## src/rtl/multicycle_ctrl.sv

```systemverilog
// Main control FSM for the multicycle RV32I core.
// Sequences the shared ALU, regfile, unified memory port and PC/IR/ALUOut
// registers. Control outputs are a Moore decode of the current state; only
// IRWrite/PCUpdate in FETCH also depend on mem_ready. Enables are forced low
// combinationally while reset is high.
module multicycle_ctrl #(
   parameter int unsigned CNT_W = 32
) (
   input  logic             clk,
   input  logic             reset,
   input  logic [6:0]       op,
   input  logic             mem_ready,
   output logic             mem_req,
   output logic             MemWrite,
   output logic             IRWrite,
   output logic             PCUpdate,
   output logic             Branch,
   output logic             RegWrite,
   output logic             AdrSrc,
   output logic [1:0]       ALUSrcA,
   output logic [1:0]       ALUSrcB,
   output logic [1:0]       ResultSrc,
   output logic [2:0]       ImmSrc,
   output logic [1:0]       ALUOp,
   output logic             illegal,
   output logic [CNT_W-1:0] instr_cnt,
   output logic [3:0]       state_dbg
);

   localparam logic [6:0] OP_LOAD  = 7'b0000011;
   localparam logic [6:0] OP_STORE = 7'b0100011;
   localparam logic [6:0] OP_RTYPE = 7'b0110011;
   localparam logic [6:0] OP_ITYPE = 7'b0010011;
   localparam logic [6:0] OP_JAL   = 7'b1101111;
   localparam logic [6:0] OP_JALR  = 7'b1100111;
   localparam logic [6:0] OP_BTYPE = 7'b1100011;

   localparam logic [1:0] SRCA_PC    = 2'b00;
   localparam logic [1:0] SRCA_OLDPC = 2'b01;
   localparam logic [1:0] SRCA_RS1   = 2'b10;
   localparam logic [1:0] SRCB_RS2   = 2'b00;
   localparam logic [1:0] SRCB_IMM   = 2'b01;
   localparam logic [1:0] SRCB_FOUR  = 2'b10;
   localparam logic [1:0] RES_ALUOUT = 2'b00;
   localparam logic [1:0] RES_DATA   = 2'b01;
   localparam logic [1:0] RES_ALURES = 2'b10;
   localparam logic [1:0] ALUOP_ADD  = 2'b00;
   localparam logic [1:0] ALUOP_SUB  = 2'b01;
   localparam logic [1:0] ALUOP_FUNC = 2'b10;

   typedef enum logic [3:0] {
      S_FETCH    = 4'd0,
      S_DECODE   = 4'd1,
      S_MEMADR   = 4'd2,
      S_MEMREAD  = 4'd3,
      S_MEMWB    = 4'd4,
      S_MEMWRITE = 4'd5,
      S_EXECR    = 4'd6,
      S_ALUWB    = 4'd7,
      S_EXECI    = 4'd8,
      S_JAL      = 4'd9,
      S_BEQ      = 4'd10,
      S_JALRADR  = 4'd11,
      S_TRAP     = 4'd12
   } state_e;

   state_e           state_q, state_d;
   logic             illegal_q, illegal_d;
   logic [CNT_W-1:0] cnt_q, cnt_d;
   logic             retire;

   logic is_load, is_store, is_rtype, is_itype, is_jal, is_jalr, is_btype;

   // Opcode class decode
   always_comb begin
      is_load  = (op == OP_LOAD);
      is_store = (op == OP_STORE);
      is_rtype = (op == OP_RTYPE);
      is_itype = (op == OP_ITYPE);
      is_jal   = (op == OP_JAL);
      is_jalr  = (op == OP_JALR);
      is_btype = (op == OP_BTYPE);
   end

   // Immediate format select, a pure function of the opcode
   always_comb begin
      ImmSrc = 3'b000;
      if (is_store)      ImmSrc = 3'b001;
      else if (is_btype) ImmSrc = 3'b010;
      else if (is_jal)   ImmSrc = 3'b011;
   end

   // Next-state logic; retire marks the cycle that completes an instruction
   always_comb begin
      state_d = state_q;
      retire  = 1'b0;
      unique case (state_q)
         S_FETCH: begin
            if (mem_ready) state_d = S_DECODE;
         end
         S_DECODE: begin
            if (is_load || is_store) state_d = S_MEMADR;
            else if (is_rtype)       state_d = S_EXECR;
            else if (is_itype)       state_d = S_EXECI;
            else if (is_jal)         state_d = S_JAL;
            else if (is_jalr)        state_d = S_JALRADR;
            else if (is_btype)       state_d = S_BEQ;
            else                     state_d = S_TRAP;
         end
         S_MEMADR: begin
            state_d = is_load ? S_MEMREAD : S_MEMWRITE;
         end
         S_MEMREAD: begin
            if (mem_ready) state_d = S_MEMWB;
         end
         S_MEMWB: begin
            state_d = S_FETCH;
            retire  = 1'b1;
         end
         S_MEMWRITE: begin
            if (mem_ready) begin
               state_d = S_FETCH;
               retire  = 1'b1;
            end
         end
         S_EXECR:   state_d = S_ALUWB;
         S_EXECI:   state_d = S_ALUWB;
         S_JALRADR: state_d = S_JAL;
         S_JAL:     state_d = S_ALUWB;
         S_ALUWB: begin
            state_d = S_FETCH;
            retire  = 1'b1;
         end
         S_BEQ: begin
            state_d = S_FETCH;
            retire  = 1'b1;
         end
         S_TRAP:  state_d = S_TRAP;
         default: state_d = S_FETCH;
      endcase
   end

   // Sticky illegal flag and retired-instruction counter next values
   always_comb begin
      illegal_d = illegal_q | (state_d == S_TRAP);
      cnt_d     = retire ? (cnt_q + CNT_W'(1)) : cnt_q;
   end

   // State, sticky flag and counter registers with synchronous reset
   always_ff @(posedge clk) begin
      if (reset) begin
         state_q   <= S_FETCH;
         illegal_q <= 1'b0;
         cnt_q     <= '0;
      end else begin
         state_q   <= state_d;
         illegal_q <= illegal_d;
         cnt_q     <= cnt_d;
      end
   end

   // Moore control decode; reset kills every enable in the same cycle
   always_comb begin
      mem_req   = 1'b0;
      MemWrite  = 1'b0;
      IRWrite   = 1'b0;
      PCUpdate  = 1'b0;
      Branch    = 1'b0;
      RegWrite  = 1'b0;
      AdrSrc    = 1'b0;
      ALUSrcA   = SRCA_PC;
      ALUSrcB   = SRCB_RS2;
      ResultSrc = RES_ALUOUT;
      ALUOp     = ALUOP_ADD;
      unique case (state_q)
         S_FETCH: begin
            mem_req   = 1'b1;
            ALUSrcA   = SRCA_PC;
            ALUSrcB   = SRCB_FOUR;
            ResultSrc = RES_ALURES;
            IRWrite   = mem_ready;
            PCUpdate  = mem_ready;
         end
         S_DECODE: begin
            ALUSrcA = SRCA_OLDPC;
            ALUSrcB = SRCB_IMM;
         end
         S_MEMADR: begin
            ALUSrcA = SRCA_RS1;
            ALUSrcB = SRCB_IMM;
         end
         S_MEMREAD: begin
            mem_req = 1'b1;
            AdrSrc  = 1'b1;
         end
         S_MEMWB: begin
            ResultSrc = RES_DATA;
            RegWrite  = 1'b1;
         end
         S_MEMWRITE: begin
            mem_req  = 1'b1;
            MemWrite = 1'b1;
            AdrSrc   = 1'b1;
         end
         S_EXECR: begin
            ALUSrcA = SRCA_RS1;
            ALUSrcB = SRCB_RS2;
            ALUOp   = ALUOP_FUNC;
         end
         S_EXECI: begin
            ALUSrcA = SRCA_RS1;
            ALUSrcB = SRCB_IMM;
            ALUOp   = ALUOP_FUNC;
         end
         S_ALUWB: begin
            RegWrite = 1'b1;
         end
         S_JALRADR: begin
            ALUSrcA = SRCA_RS1;
            ALUSrcB = SRCB_IMM;
         end
         S_JAL: begin
            ALUSrcA  = SRCA_OLDPC;
            ALUSrcB  = SRCB_FOUR;
            PCUpdate = 1'b1;
         end
         S_BEQ: begin
            ALUSrcA = SRCA_RS1;
            ALUSrcB = SRCB_RS2;
            ALUOp   = ALUOP_SUB;
            Branch  = 1'b1;
         end
         S_TRAP: begin
         end
         default: begin
         end
      endcase
      if (reset) begin
         mem_req  = 1'b0;
         MemWrite = 1'b0;
         IRWrite  = 1'b0;
         PCUpdate = 1'b0;
         Branch   = 1'b0;
         RegWrite = 1'b0;
      end
   end

   // Status outputs straight from the registers
   always_comb begin
      illegal   = illegal_q;
      instr_cnt = cnt_q;
      state_dbg = 4'(state_q);
   end

endmodule
```

## config.mk

```make
export PLATFORM = sky130hd
export DESIGN_NAME = multicycle_ctrl
export DESIGN_NICKNAME = d
export VERILOG_FILES = /design/src/rtl/multicycle_ctrl.sv
export SDC_FILE = /design/constraint.sdc
export NUM_CORES = 1
export LEC_CHECK = 0
export BUFFER_PORTS_ARGS = -buffer_cell sky130_fd_sc_hd__buf_2
export CAP_MARGIN = 20
export CORE_UTILIZATION = 55
export DETAILED_ROUTE_END_ITERATION = 10
export MAX_ROUTING_LAYER = met4
export PLACE_DENSITY = 0.86
export SLEW_MARGIN = 5
export SYNTH_ARGS = -nofsm -noshare
export SYNTH_HDL_FRONTEND = slang
export SYNTH_SLANG_ARGS = --single-unit
```

## constraint.sdc

```tcl
create_clock -name clk -period 2.9 [get_ports clk]
set_input_delay 0.435 -clock clk [delete_from_list [all_inputs] [get_ports clk]]
set_output_delay 0.435 -clock clk [all_outputs]
set_load 0.02 [all_outputs]
```

==> Word-level counts from Yosys, hierarchy flattened <==
Index checks and enable logic that the tools add are counted.
{ "word_totals": {"output_inout_bits": 55, "in_bits": 10, "wordCells": 70, "regBits": 37} }
{ "classes": {"mux": 33, "n_reduce_logical": 12, "eq_ne": 20, "n_bitwise": 1, "addsub": 1} }
{ "op_table": {"columns": ["op", "n"], "rows": [
  ["$add 32x1->32 const B", 1],
  ["$pmux 4 s8", 1],
  ["$eq 4x4->1 const B", 6],
  ["$eq 7x7->1 const B", 3],
  ["$mux 4", 5],
  ["$eq 4x3->1 const B", 4],
  ["$pmux 2 s2", 4],
  ["$mux 3", 5],
  ["$eq 7x6->1 const B", 2],
  ["$mux 1", 13],
  ["$reduce_or 2->1", 5],
  ["$reduce_or 3->1", 3],
  ["$eq 4x2->1 const B", 2],
  ["$eq 7x2->1 const B", 1],
  ["$eq 7x5->1 const B", 1],
  ["$mux 2", 3],
  ["$reduce_or 5->1", 1],
  ["$eq 4x1->1 const B", 1],
  ["$logic_not 4->1", 1],
  ["$pmux 1 s2", 2],
  ["$reduce_or 4->1", 1],
  ["$logic_or 1x1->1", 1],
  ["$or 1x1->1", 1]
]} }

==> Logic depth before layout (Yosys ltp) <==
Gate-level depths: netlist (run 1).
{ "logic_depth": {"depth_word": 10, "ltp_mapped": 8, "depth_no_buf": 5} }

==> Least setup slack after synthesis (run 1) <==
Ideal clock, no wire load.
{ "synth_timing": {"path_type": "reg2out", "startpoint": "register state_q[1], in the netlist state_dbg[1]", "endpoint": "output mem_req", "stages_incl_launch_ff": 6, "path_slack_ns": 0.540, "t_arrival_ns": 1.925, "cell_sequence": "dfxtp_1 buf_2 buf_1 xnor2_1 nor3_1 o21a_1"} }
{ "synth_via": {"elab_chain_cells": 4, "elab_cells_between_ends": 6, "cone_classes": "eq/ne (2); mux (2); reduce/logical (2)"} }
{ "synth_lines": {"columns": ["item", "line", "rtl"], "rows": [
  ["start: declaration", "67", "state_e state_q, state_d;"],
  ["start signal: assignment", "156", "state_q <= state_d;"],
  ["$eq 4x3->1 (tied with other cells)", "175", "unique case (state_q)"],
  ["$reduce_or 3->1 (no line) (*)", null, null],
  ["$mux 1 (*)", "175", null],
  ["$mux 1 (*)", "238", "if (reset) begin"],
  ["end: declaration", "13", "output logic mem_req,"]
]} }
Mark *: on every way between the ends. The rest lies on a longest branch, timed or not.

==> Worst setup path in the final report (run 1) <==
{ "layout_timing": {"startpoint": "register state_q[3], in the netlist state_dbg[3]", "endpoint": "register cnt_q[24], in the netlist instr_cnt[24]"} }
{ "layout_via": {"elab_chain_cells": 3, "elab_cells_between_ends": 6, "cone_classes": "eq/ne (4); mux (1); reduce/logical (1)"} }
{ "layout_lines": {"columns": ["item", "line", "rtl"], "rows": [
  ["$eq 4x4->1 / $eq 4x3->1 (equally long branches)", "97", "unique case (state_q)"],
  ["$reduce_or 3->1 (no line)", null, null],
  ["$pmux 1 s2 (*)", "97", null],
  ["end signal: assignment", "158", "cnt_q <= cnt_d;"],
  ["end: declaration", "69", "logic [CNT_W-1:0] cnt_q, cnt_d;"]
]} }
Marks and branches as above.
A chain may end at the register's enable or synchronous reset.

==> qor.csv, run 1 <==
metric,value,unit
number_of_max_capacitance_violations_reported,0,
grt_max_degree,48,
grt_overflow,0,
initial_utilization,59.1,%
async_reset_ff_share,0,%
cts_setup_buffers,0,
worst-r2r-setup-slack,590,ps
ant_nets,0,
drt_wl_total,5760,µm
yosysUniqueCellTypes,55,
crit_path_max_fanout,47,
finalNetCount,361,
worst_clock_skew,6.60,ps
setup_crit_end_kind,flip-flop,
synth_top_cells_by_area,"sky130_fd_sc_hd__dfxtp_1 30%, sky130_fd_sc_hd__mux2_2 6.0%, sky130_fd_sc_hd__nor2b_1 4.6%, sky130_fd_sc_hd__nor2_1 4.0%, sky130_fd_sc_hd__a21oi_1 3.5%",
drt_pre_antenna_iters,4,
hpwl,3940,µm
yosysSeqAreaShare,30.3,%
worst_hold_path.endpoint,state_dbg[0]$_SDFF_PP0_,
power,1700,µW
peak_ir_drop_on_the_vdd_network,0.457,mV
max_slew_margin,51.3,%
io_buffers,63,
post_route_cells_drive_above_1_share,27.4,%
clkTransAtPathRegs,70,ps
first_iter_violations,274,
timing.final.crit_period,2310,ps
period_share,79.8,%
r2r-start,state_dbg[3]$_SDFF_PP0_,
outcome,finished clean,
min_delay_path_depth,3,
mappedNetlistNets,311,
post_cts.resized_instances,0,
seqPwrFrac,36.7,%
dieArea,0.00472,mm²
mapped_avg_cell_area,8.16,µm²
rows,23,
ctsRootBufferMaster,sky130_fd_sc_hd__clkbuf_8,
combinational_fraction_of_design_power,42.8,%
critical_path.reg2reg.endpoint,instr_cnt[24]$_SDFFE_PP0P_,
numCtsBuffers,5,
hold_path.startpoint,op[2],
area_delta_synth_final,14.5,%
cts_hold_buffers,0,
gr-usage-all-layers,26.3,%
critical_path_class,reg2reg,
core_area,0.00414,mm²
rsz0062_at_grt,false,
finalInstanceArea,0.00280,mm²
wl_per_cell,14.4,µm
worst_margin_slew,729,ps
p_per_area,608,mW/mm²
tritoncts,done,
startpoint_type,flip-flop,
postSynthRegisterBits,37,
drc_errors,0,
hold_class,in2reg,
postLayoutSetupSlackWorst,587,ps
synthesis.area,0.00245,mm²
fmaxAchievable,432,MHz
clock_sinks,37,
p_sw,726,µW
critPathRequiredTime,3090,ps
yosysTopAreaCell,sky130_fd_sc_hd__dfxtp_1,
antenna-diode-count,0,
synthesis.instances,300,
die_y,68.7,µm
report.final.hold_viol_count,0,
p_leak,0.00118,µW
synth-main-ff-cell,sky130_fd_sc_hd__dfxtp_1,
power_frac_clock,20.5,%
internal_power,977,µW
total_number_of_yosys_warnings,0,
place_worst_setup_slack,609,ps
first_global_vias,2113,
power.switching_fraction,42.7,%
grt_pass1_wl,9140,µm
gpl.final_weighted_congestion,0.863,
clk_path_buf_depth,2,
clock_latency_of_the_later_clocked_register_in_the_worst_skew_pair,290,ps
post-synth-top-area-fraction,30.3,%
crit_arrival,2500,ps
number_of_antenna_violations_at_the_first_check_in_global_routing,0,
h-tree-depth,2,
die_width,68.7,µm
boundaryPins,65,
post_route_setup_tns,0,ps
dpl-instance-area,0.00272,mm²
viasPerCell,6.11,
synth_edf_count,0,
depth_of_the_worst_register_to_register_path,5,
slew_viol_final,0,
count_of_endpoints_failing_setup_in_the_final_report,0,
route.vias.total,2450,
[power by group through the flow]
stage	sequential (µW)	clock, µW	combinational (µW)
floorplan	605	0	629
global placement	633	0	720
detailed placement	634	0	727
CTS	623	355	728
global route	635	374	797
finish	625	349	730
[synth_stat cells, types with 5 or more instances]
| cell | count |
|---|---|
| sky130_fd_sc_hd__nand3_1 | 15 |
| sky130_fd_sc_hd__mux2_2 | 13 |
| sky130_fd_sc_hd__o21ai_0 | 6 |
| sky130_fd_sc_hd__a21oi_1 | 17 |
| sky130_fd_sc_hd__and3_1 | 10 |
| sky130_fd_sc_hd__nor2_1 | 26 |
| sky130_fd_sc_hd__o31ai_1 | 8 |
| sky130_fd_sc_hd__nor4b_1 | 6 |
| sky130_fd_sc_hd__inv_1 | 6 |
| sky130_fd_sc_hd__or3_1 | 6 |
| sky130_fd_sc_hd__nand2b_1 | 6 |
| sky130_fd_sc_hd__nand2_1 | 12 |
| sky130_fd_sc_hd__nor2b_1 | 18 |
| sky130_fd_sc_hd__buf_6 | 5 |
| sky130_fd_sc_hd__nand4_1 | 7 |
| sky130_fd_sc_hd__clkbuf_1 | 9 |
| sky130_fd_sc_hd__buf_2 | 5 |
| sky130_fd_sc_hd__buf_1 | 5 |
| sky130_fd_sc_hd__dfxtp_1 | 37 |
| sky130_fd_sc_hd__nor3_1 | 6 |
| sky130_fd_sc_hd__or4_1 | 7 |
| sky130_fd_sc_hd__and4_1 | 6 |
| sky130_fd_sc_hd__nor4_1 | 9 |
[worst max-delay path by stage]
stage | from | to | slack (ps) | cells past startpoint
2_1_floorplan | state_dbg[1]$_SDFF_PP0_ | mem_req | 540 | 5
3_3_place_gp | state_dbg[2]$_SDFF_PP0_ | instr_cnt[26]$_SDFFE_PP0P_ | 700 | 5
3_5_place_dp | state_dbg[2]$_SDFF_PP0_ | instr_cnt[24]$_SDFFE_PP0P_ | 610 | 5
4_1_cts | state_dbg[2]$_SDFF_PP0_ | instr_cnt[24]$_SDFFE_PP0P_ | 600 | 5
5_1_grt | state_dbg[2]$_SDFF_PP0_ | instr_cnt[26]$_SDFFE_PP0P_ | 440 | 5
6_report | state_dbg[3]$_SDFF_PP0_ | instr_cnt[24]$_SDFFE_PP0P_ | 590 | 5
[through the flow]
stage,instances,util (%),hold WS [ps]
after floorplan,300,-,559
after global placement,393,65.7,479
after detailed placement,393,65.7,488
after CTS,401,67.6,480
after global routing,401,67.6,511
final,401,67.6,488
[kinds of logic after synthesis]
kind of cell | share of synthesized area, %
DFF | 30.3
AOI/OAI and AO/OA | 15.6
and+or+nand+nor | 38.0
buffers and inverters | 6.70
adders and majority gates | 0.511
other | 0.153
xor gates and xnor gates | 1.43
muxes | 7.31
[registers in the layout, summed over array words and instances (netlist names)]
register	flops
instr_cnt	32
illegal	1
state_dbg	4
[routing by layer]
layer	GRT usage [%]	up-vias	share of wire [%]
met2	43.9	78	48
met3	6.41	2	6.4
met4	7.91	0	0.54
met1	31.3	1157	45
met5	-	-	0
li1	-	1213	-
[cells in the final DEF (no fill, tap or decap), types with 3 or more instances in the layout]
cell	instances
sky130_fd_sc_hd__a31oi_1	4
sky130_fd_sc_hd__buf_4	5
sky130_fd_sc_hd__nor3_1	6
sky130_fd_sc_hd__buf_2	63
sky130_fd_sc_hd__o21ai_0	6
sky130_fd_sc_hd__nor2b_1	18
sky130_fd_sc_hd__or4_1	7
sky130_fd_sc_hd__clkbuf_1	3
sky130_fd_sc_hd__a211o_1	3
sky130_fd_sc_hd__nand3_1	15
sky130_fd_sc_hd__nand2_1	12
sky130_fd_sc_hd__clkbuf_8	5
sky130_fd_sc_hd__o311ai_1	3
sky130_fd_sc_hd__dfxtp_1	37
sky130_fd_sc_hd__nor3b_1	4
sky130_fd_sc_hd__and4_1	6
sky130_fd_sc_hd__nand4_1	7
sky130_fd_sc_hd__inv_1	6
sky130_fd_sc_hd__or2_2	3
sky130_fd_sc_hd__or3_1	6
sky130_fd_sc_hd__and3_1	10
sky130_fd_sc_hd__nor4b_1	6
sky130_fd_sc_hd__nand2b_1	6
sky130_fd_sc_hd__mux2_2	13
sky130_fd_sc_hd__nor4_1	9
sky130_fd_sc_hd__nor2_1	26
sky130_fd_sc_hd__o41ai_1	3
sky130_fd_sc_hd__o31ai_1	8
sky130_fd_sc_hd__a21oi_1	17
[area by class of cell]
cell class / instances / area [µm²]
Timing Repair Buffer: 68 / 353
Multi-Input combinational cell: 232 / 1540
Fill cell: 376 / 1340
Inverter: 6 / 22.5
Sequential cell: 37 / 741
Clock buffer: 8 / 80.1
Tap cell: 50 / 62.6
[critical path: stages (launching register included)]
cell and delay, ps:
sky130_fd_sc_hd__dfxtp_1 730, sky130_fd_sc_hd__nand4bb_1 240, sky130_fd_sc_hd__o31a_1 150, sky130_fd_sc_hd__buf_4 270
sky130_fd_sc_hd__nor4b_1 420, sky130_fd_sc_hd__mux2_2 380
Note: power is estimated with default switching activity, not from simulation.
==> inputs of run 2 (changes only) <==
--- a/config.mk
+++ b/config.mk
@@ -5,12 +5,13 @@
 export SDC_FILE = /design/constraint.sdc
 export NUM_CORES = 1
 export LEC_CHECK = 0
+export ABC_AREA = 1
 export BUFFER_PORTS_ARGS = -buffer_cell sky130_fd_sc_hd__buf_2
 export CAP_MARGIN = 20
-export CORE_UTILIZATION = 55
+export CORE_UTILIZATION = 48
 export DETAILED_ROUTE_END_ITERATION = 10
 export MAX_ROUTING_LAYER = met4
-export PLACE_DENSITY = 0.86
+export PLACE_DENSITY = 0.79
 export SLEW_MARGIN = 5
 export SYNTH_ARGS = -nofsm -noshare
 export SYNTH_HDL_FRONTEND = slang
==> constraint.sdc (replaced) <==
create_clock -name clk -period 2.1 [get_ports clk]
set_input_delay 0.315 -clock clk [delete_from_list [all_inputs] [get_ports clk]]
set_output_delay 0.315 -clock clk [all_outputs]
set_load 0.02 [all_outputs]
==> run 2 against run 1 <==
Net effect:
- critical path depth grew 1
- critical endpoint is now PCUpdate
- final cell count grew 44%
- die area grew 19%
- highest routed layer unchanged
- register-to-register slack lost 210 ps
- synthesized cell count grew 49%
- clock skew shrank 0.68 ps
- via count grew 20%
==> qor.csv, run 2 <==
metric,value,unit,change
first_iter_violations,235,,-14%
die_y,75.0,µm,+9.2%
async_reset_ff_share,0,%,unchanged
tritoncts,done,,
clk_path_buf_depth,2,,unchanged
top_cell_by_count_worst_path,sky130_fd_sc_hd__nor2_1,,
finalInstanceArea,0.00304,mm²,+8.4%
critical_path_class,reg2out,,
worst_hold_path.endpoint,state_dbg[0]$_SDFF_PP0_,,
hold_path.startpoint,op[1],,
synth_top_cells_by_area,"sky130_fd_sc_hd__dfxtp_1 29%, sky130_fd_sc_hd__nand2_1 24%, sky130_fd_sc_hd__nor2_1 11%, sky130_fd_sc_hd__a21oi_1 6.5%, sky130_fd_sc_hd__inv_1 6.2%",,
io_buffers,63,,unchanged
total_number_of_yosys_warnings,0,,unchanged
finalNetCount,518,,+43%
report.final.hold_viol_count,0,,unchanged
post_route_setup_tns,0,ps,unchanged
numCtsBuffers,5,,unchanged
dpl-instance-area,0.00292,mm²,+7.1%
route.vias.total,2943,,+20%
timing.final.crit_period,1900,ps,
ant_nets,0,,unchanged
gpl.final_weighted_congestion,0.976,,+13%
worst_path_largest_cell_delay,340,ps,-390 ps
worst_clock_skew,5.92,ps,-0.676 ps
layout_common_cells,"164 x sky130_fd_sc_hd__nand2_1, 74 x sky130_fd_sc_hd__nor2_1, 63 x sky130_fd_sc_hd__buf_2",,
first_global_vias,2651,,+25%
h-tree-depth,2,,unchanged
mappedNetlistNets,457,,+47%
postLayoutSetupSlackWorst,198,ps,-388 ps
grt_max_degree,24,,-50%
dieArea,0.00563,mm²,+19%
core_area,0.00511,mm²,+23%
critPathRequiredTime,1780,ps,-1310 ps
synth_edf_count,0,,unchanged
fmaxAchievable,526,MHz,
yosysTopAreaCell,sky130_fd_sc_hd__dfxtp_1,,
drt_wl_total,6910,µm,+20%
hold_class,in2reg,,
synth_top_cells_by_count,"164 x sky130_fd_sc_hd__nand2_1, 75 x sky130_fd_sc_hd__nor2_1, 42 x sky130_fd_sc_hd__inv_1, 37 x sky130_fd_sc_hd__dfxtp_1, 33 x sky130_fd_sc_hd__a21oi_1",,
hpwl,5380,µm,+36%
largest_reg_flops,32,,unchanged
boundaryPins,65,,unchanged
clock_sinks,37,,unchanged
yosys.cell_count.top_type,sky130_fd_sc_hd__nand2_1,,
layout_commonest_cell,sky130_fd_sc_hd__nand2_1,,
mapped_avg_cell_area,5.74,µm²,-30%
depth_of_the_worst_register_to_register_path,8,,+3
place_worst_setup_slack,443,ps,-166 ps
critical_path.reg2reg.endpoint,instr_cnt[9]$_SDFFE_PP0P_,,
drt_pre_antenna_iters,5,,+1
period_share,90.6,%,
postSynthRegisterBits,37,,unchanged
die_width,75.0,µm,+9.2%
viasPerCell,5.09,,-17%
worst-r2r-setup-slack,380,ps,-210 ps
clock_latency_of_the_later_clocked_register_in_the_worst_skew_pair,300,ps,about the same
count_of_endpoints_failing_setup_in_the_final_report,0,,unchanged
min_delay_path_depth,3,,unchanged
rsz0062_at_grt,false,,
initial_utilization,50.1,%,-8.9 points
crit_arrival,1590,ps,-910 ps
rows,26,,+13%
synthesis.area,0.00256,mm²,+4.6%
clkTransAtPathRegs,70,ps,about the same
p_per_area,819,mW/mm²,+35%
yosysSeqAreaShare,28.9,%,-1.3 points
synthesis.instances,446,,+49%
outcome,finished clean,,
area_delta_synth_final,18.7,%,
cts_setup_buffers,0,,unchanged
drc_errors,0,,unchanged
p_leak,0.00137,µW,+16%
cell_breakdown_of_the_critical_path,nor2_1 -> inv_1 -> nor2_1 -> nand2_1 -> a21oi_1 -> buf_2,,
antenna-diode-count,0,,unchanged
number_of_max_capacitance_violations_reported,0,,unchanged
crit_path_max_fanout,5,,-89%
slew_viol_final,0,,unchanged
synth-main-ff-cell,sky130_fd_sc_hd__dfxtp_1,,
yosysUniqueCellTypes,29,,-47%
r2r-start,state_dbg[3]$_SDFF_PP0_,,
setup_crit_end_kind,output port,,
gr-usage-all-layers,27.2,%,+0.88 points
post-synth-top-area-fraction,28.9,%,-1.3 points
grt_pass1_wl,11300,µm,+24%
wl_per_cell,12.0,µm,-17%
post_route_cells_drive_above_1_share,18.3,%,-9.0 points
peak_ir_drop_on_the_vdd_network,0.459,mV,+0.45%
grt_overflow,0,,unchanged
cp_slowest_cell,sky130_fd_sc_hd__dfxtp_1,,
startpoint_type,flip-flop,,
number_of_antenna_violations_at_the_first_check_in_global_routing,0,,unchanged
ctsRootBufferMaster,sky130_fd_sc_hd__clkbuf_8,,
[run 2: changes by cell type in the layout (fill, tap and decap cells not counted), sizes merged, moves of 9 or more]
cell	previous run	this run
nand3b	2	11
inv	6	45
mux2	15	0
nor2	26	81
nor2b	18	0
a21oi	17	33
nor4	11	0
nand3	15	24
nand2	12	171
[run 2: per-layer routing]
layer  vias up  part of all wire, %  global-route usage [%]
li1       1514                    -                       -
met1      1321                   46                    33.6
met2        96                   48                    45.3
met3        12                  4.9                    4.69
met4         0                  1.4                    7.97
met5         -                    0                       -
[run 2: timing repair]
item | CTS | global route
resized for setup | 0 | 1
hold buffers | 0 | 0
endpoints found under the setup margin | 0 | 1
[run 2: cells by family after synthesis]
logic type                 share of synthesized area (%)
AOI/OAI and AO/OA                                   9.73
xor gates and xnor gates                            2.39
adders and majority gates                          0.489
buffers and inverters                               9.04
DFF                                                 28.9
other                                              0.146
and+or+nand+nor                                     49.3
[run 2: layout make-up]
class | instances | area, µm²
Timing Repair Buffer | 65 | 330
Multi-Input combinational cell | 353 | 1590
Tap cell | 70 | 87.6
Inverter | 45 | 169
Clock buffer | 6 | 82.6
Sequential cell | 37 | 741
Fill cell | 558 | 2070
Clock inverter | 2 | 37.5
[run 2: per-stage QoR]
| stage | power, µW | hold WS, ps | std cells | util (%) |
|---|---|---|---|---|
| floorplan | 1580 | 505 | 446 | - |
| global placement | 1830 | 447 | 570 | 57.1 |
| detailed placement | 1830 | 443 | 570 | 57.1 |
| CTS | 2470 | 355 | 578 | 59.4 |
| global route | 2620 | 380 | 578 | 59.5 |
| finish | 2490 | 352 | 578 | 59.5 |
[run 2: how the worst max path moves through the flow]
stage | start | end | slack (ps) | cells past startpoint
6_report | state_dbg[0]$_SDFF_PP0_ | PCUpdate | 200 | 6
5_1_grt | state_dbg[0]$_SDFF_PP0_ | PCUpdate | 20 | 6
4_1_cts | state_dbg[0]$_SDFF_PP0_ | PCUpdate | 220 | 6
3_5_place_dp | state_dbg[0]$_SDFF_PP0_ | instr_cnt[0]$_SDFFE_PP0P_ | 440 | 6
3_3_place_gp | state_dbg[0]$_SDFF_PP0_ | instr_cnt[0]$_SDFFE_PP0P_ | 480 | 6
2_1_floorplan | state_dbg[0]$_SDFF_PP0_ | PCUpdate | 190 | 5
[run 2: where the power goes]
part	leakage, µW	switching, µW	internal, µW
registers	0.000299	53.8	747
logic	0.00101	753	282
clock network	0.0000574	267	386
total	0.00137	1070	1410
[run 2: worst max-delay path, delay by kind of cell (launching register included)]
kind | cells | cell delay, ps
AND/OR/NAND/NOR | 3 | 530
flip-flops | 1 | 340
buffers and inverters | 2 | 290
AO/OA/AOI/OAI | 1 | 120
==> inputs of run 3 (changes only) <==
--- a/config.mk
+++ b/config.mk
@@ -5,13 +5,13 @@
 export SDC_FILE = /design/constraint.sdc
 export NUM_CORES = 1
 export LEC_CHECK = 0
-export ABC_AREA = 1
+export ABC_AREA = 0
 export BUFFER_PORTS_ARGS = -buffer_cell sky130_fd_sc_hd__buf_2
 export CAP_MARGIN = 20
 export CORE_UTILIZATION = 48
 export DETAILED_ROUTE_END_ITERATION = 10
 export MAX_ROUTING_LAYER = met4
-export PLACE_DENSITY = 0.79
+export PLACE_DENSITY = 0.8
 export SLEW_MARGIN = 5
 export SYNTH_ARGS = -nofsm -noshare
 export SYNTH_HDL_FRONTEND = slang
==> run 3 against run 2 <==
Net effect:
- clock-buffer cell count rose by 2
- final area fell by 3.6%
- power fell by 1.2%
- register-to-register slack got worse by 250 ps
- final cell count fell by 26%
- global-route usage fell by 4.0 points
- sequential cell count did not move
- first-iteration DRC count fell by 44%
- critical path type is now reg2reg
==> qor.csv, run 3 (same netlist as run 1, synthesis figures left out) <==
metric,value,unit,change
outcome,finished clean,,
die_y,73.4,µm,-2.2%
tritoncts,done,,
first_iter_violations,131,,-44%
timing.final.crit_period,1970,ps,+64.6 ps
top_usage_layer,met2,,
gr-usage-all-layers,23.2,%,-4.0 points
hold_class,in2reg,,
critPathRequiredTime,2280,ps,+500 ps
area_delta_synth_final,19.7,%,
initial_utilization,50.8,%,+0.68 points
depth_of_the_worst_register_to_register_path,5,,-3
post_cts.resized_instances,0,,unchanged
cts_setup_buffers,0,,unchanged
power,2460,µW,-1.2%
period_share,93.6,%,+3.1 points
layout.filler_cells,444,,-20%
number_of_antenna_violations_at_the_first_check_in_global_routing,0,,unchanged
finalNetCount,372,,-28%
hpwl,4190,µm,-22%
grt_overflow,0,,unchanged
rows,25,,-3.8%
peak_ir_drop_on_the_vdd_network,0.468,mV,+1.9%
largest_reg_flops,32,,unchanged
post_route_setup_tns,0,ps,unchanged
worst_clock_skew,3.67,ps,-2.25 ps
global_route.usage.met3,5.76,%,+1.1 points
count_of_endpoints_failing_setup_in_the_final_report,0,,unchanged
route.vias.total,2470,,-16%
setup_crit_end_kind,flip-flop,,
crit_path_max_fanout,6,,+1
clkTransAtPathRegs,70,ps,about the same
number_of_max_capacitance_violations_reported,0,,unchanged
clock_latency_of_the_later_clocked_register_in_the_worst_skew_pair,290,ps,about the same
gpl.final_weighted_congestion,0.811,,-17%
h-tree-depth,2,,unchanged
ctsRootBufferMaster,sky130_fd_sc_hd__clkbuf_8,,
io_buffers,63,,unchanged
ant_nets,0,,unchanged
grt_max_degree,48,,+100%
critical_path_class,reg2reg,,
numCtsBuffers,5,,unchanged
wl_per_cell,13.8,µm,+16%
startpoint_type,flip-flop,,
p_leak,0.00125,µW,-8.8%
die_width,73.4,µm,-2.2%
antenna-diode-count,0,,unchanged
crit_arrival,2150,ps,+560 ps
viasPerCell,5.76,,+13%
post-route-util,60.8,%,+1.3 points
drt_pre_antenna_iters,4,,-1
drt_wl_total,5930,µm,-14%
core_area,0.00482,mm²,-5.7%
timing.hold.ws,348,ps,-4.44 ps
dieArea,0.00539,mm²,-4.3%
min_delay_path_depth,3,,unchanged
boundaryPins,65,,unchanged
report.final.hold_viol_count,0,,unchanged
met1_global_route_usage,29.2,%,-4.4 points
fmaxAchievable,509,MHz,-3.3%
drc_errors,0,,unchanged
layout_commonest_cell,sky130_fd_sc_hd__buf_2,,
first_global_vias,2156,,-19%
p_per_area,839,mW/mm²,+2.5%
clk_path_buf_depth,2,,unchanged
grt_pass1_wl,9520,µm,-16%
post_route_cells_drive_above_1_share,30.1,%,+12 points
slew_viol_final,0,,unchanged
layout_common_cells,"63 x sky130_fd_sc_hd__buf_2, 37 x sky130_fd_sc_hd__dfxtp_1, 26 x sky130_fd_sc_hd__nor2_1",,
global_route.usage.met2,37.1,%,-8.2 points
rsz0062_at_grt,false,,
clock_sinks,37,,unchanged
cts_hold_buffers,0,,unchanged
==> run 3: layout make-up <==
class / count / area, µm² / share of cell area (%)
Sequential cell: 37 / 741 / 25.3
Timing Repair Buffer: 79 / 448 / 15.3
Clock buffer: 8 / 80.1 / 2.73
Multi-Input combinational cell: 232 / 1550 / 53.1
Tap cell: 67 / 83.8 / 2.86
Inverter: 6 / 22.5 / 0.769
==> run 3: routing by layer <==
| metal | vias up | wire length, µm |
|---|---|---|
| met5 | - | 0 |
| met3 | 5 | 297 |
| met2 | 69 | 2810 |
| li1 | 1241 | - |
| met4 | 0 | 55 |
| met1 | 1155 | 2770 |
==> run 3: power by group <==
part | internal [µW] | switching, µW
sequential | 742 | 39.8
clock | 236 | 244
combinational | 439 | 758
==> run 3: per-stage QoR <==
stage / setup slack (ps) / instances / instance area (µm²)
CTS: 143 / 429 / 2930
detailed placement: 146 / 421 / 2850
global placement: 281 / 421 / 2850
floorplan: 11.6 / 300 / 2460
global route: 7.30 / 429 / 2930
finish: 134 / 429 / 2930
==> run 3: path summary, 6_finish.rpt <==
| path | startpoint | to | slack [ps] |
|---|---|---|---|
| setup / recovery | instr_cnt[1]$_SDFFE_PP0P_ | instr_cnt[26]$_SDFFE_PP0P_ | 130 |
| hold / removal | op[2] | state_dbg[0]$_SDFF_PP0_ | 350 |
| setup reg to reg | instr_cnt[1]$_SDFFE_PP0P_ | instr_cnt[26]$_SDFFE_PP0P_ | 130 |
| hold reg to reg | instr_cnt[11]$_SDFFE_PP0P_ | instr_cnt[11]$_SDFFE_PP0P_ | 490 |
==> run 3: worst max-delay path: stages, from the launching register on <==
cell and delay [ps]:
sky130_fd_sc_hd__dfxtp_1 390, sky130_fd_sc_hd__ha_1 180, sky130_fd_sc_hd__and4_1 190, sky130_fd_sc_hd__nand4_1 280
sky130_fd_sc_hd__nor4b_1 440, sky130_fd_sc_hd__mux2_2 370
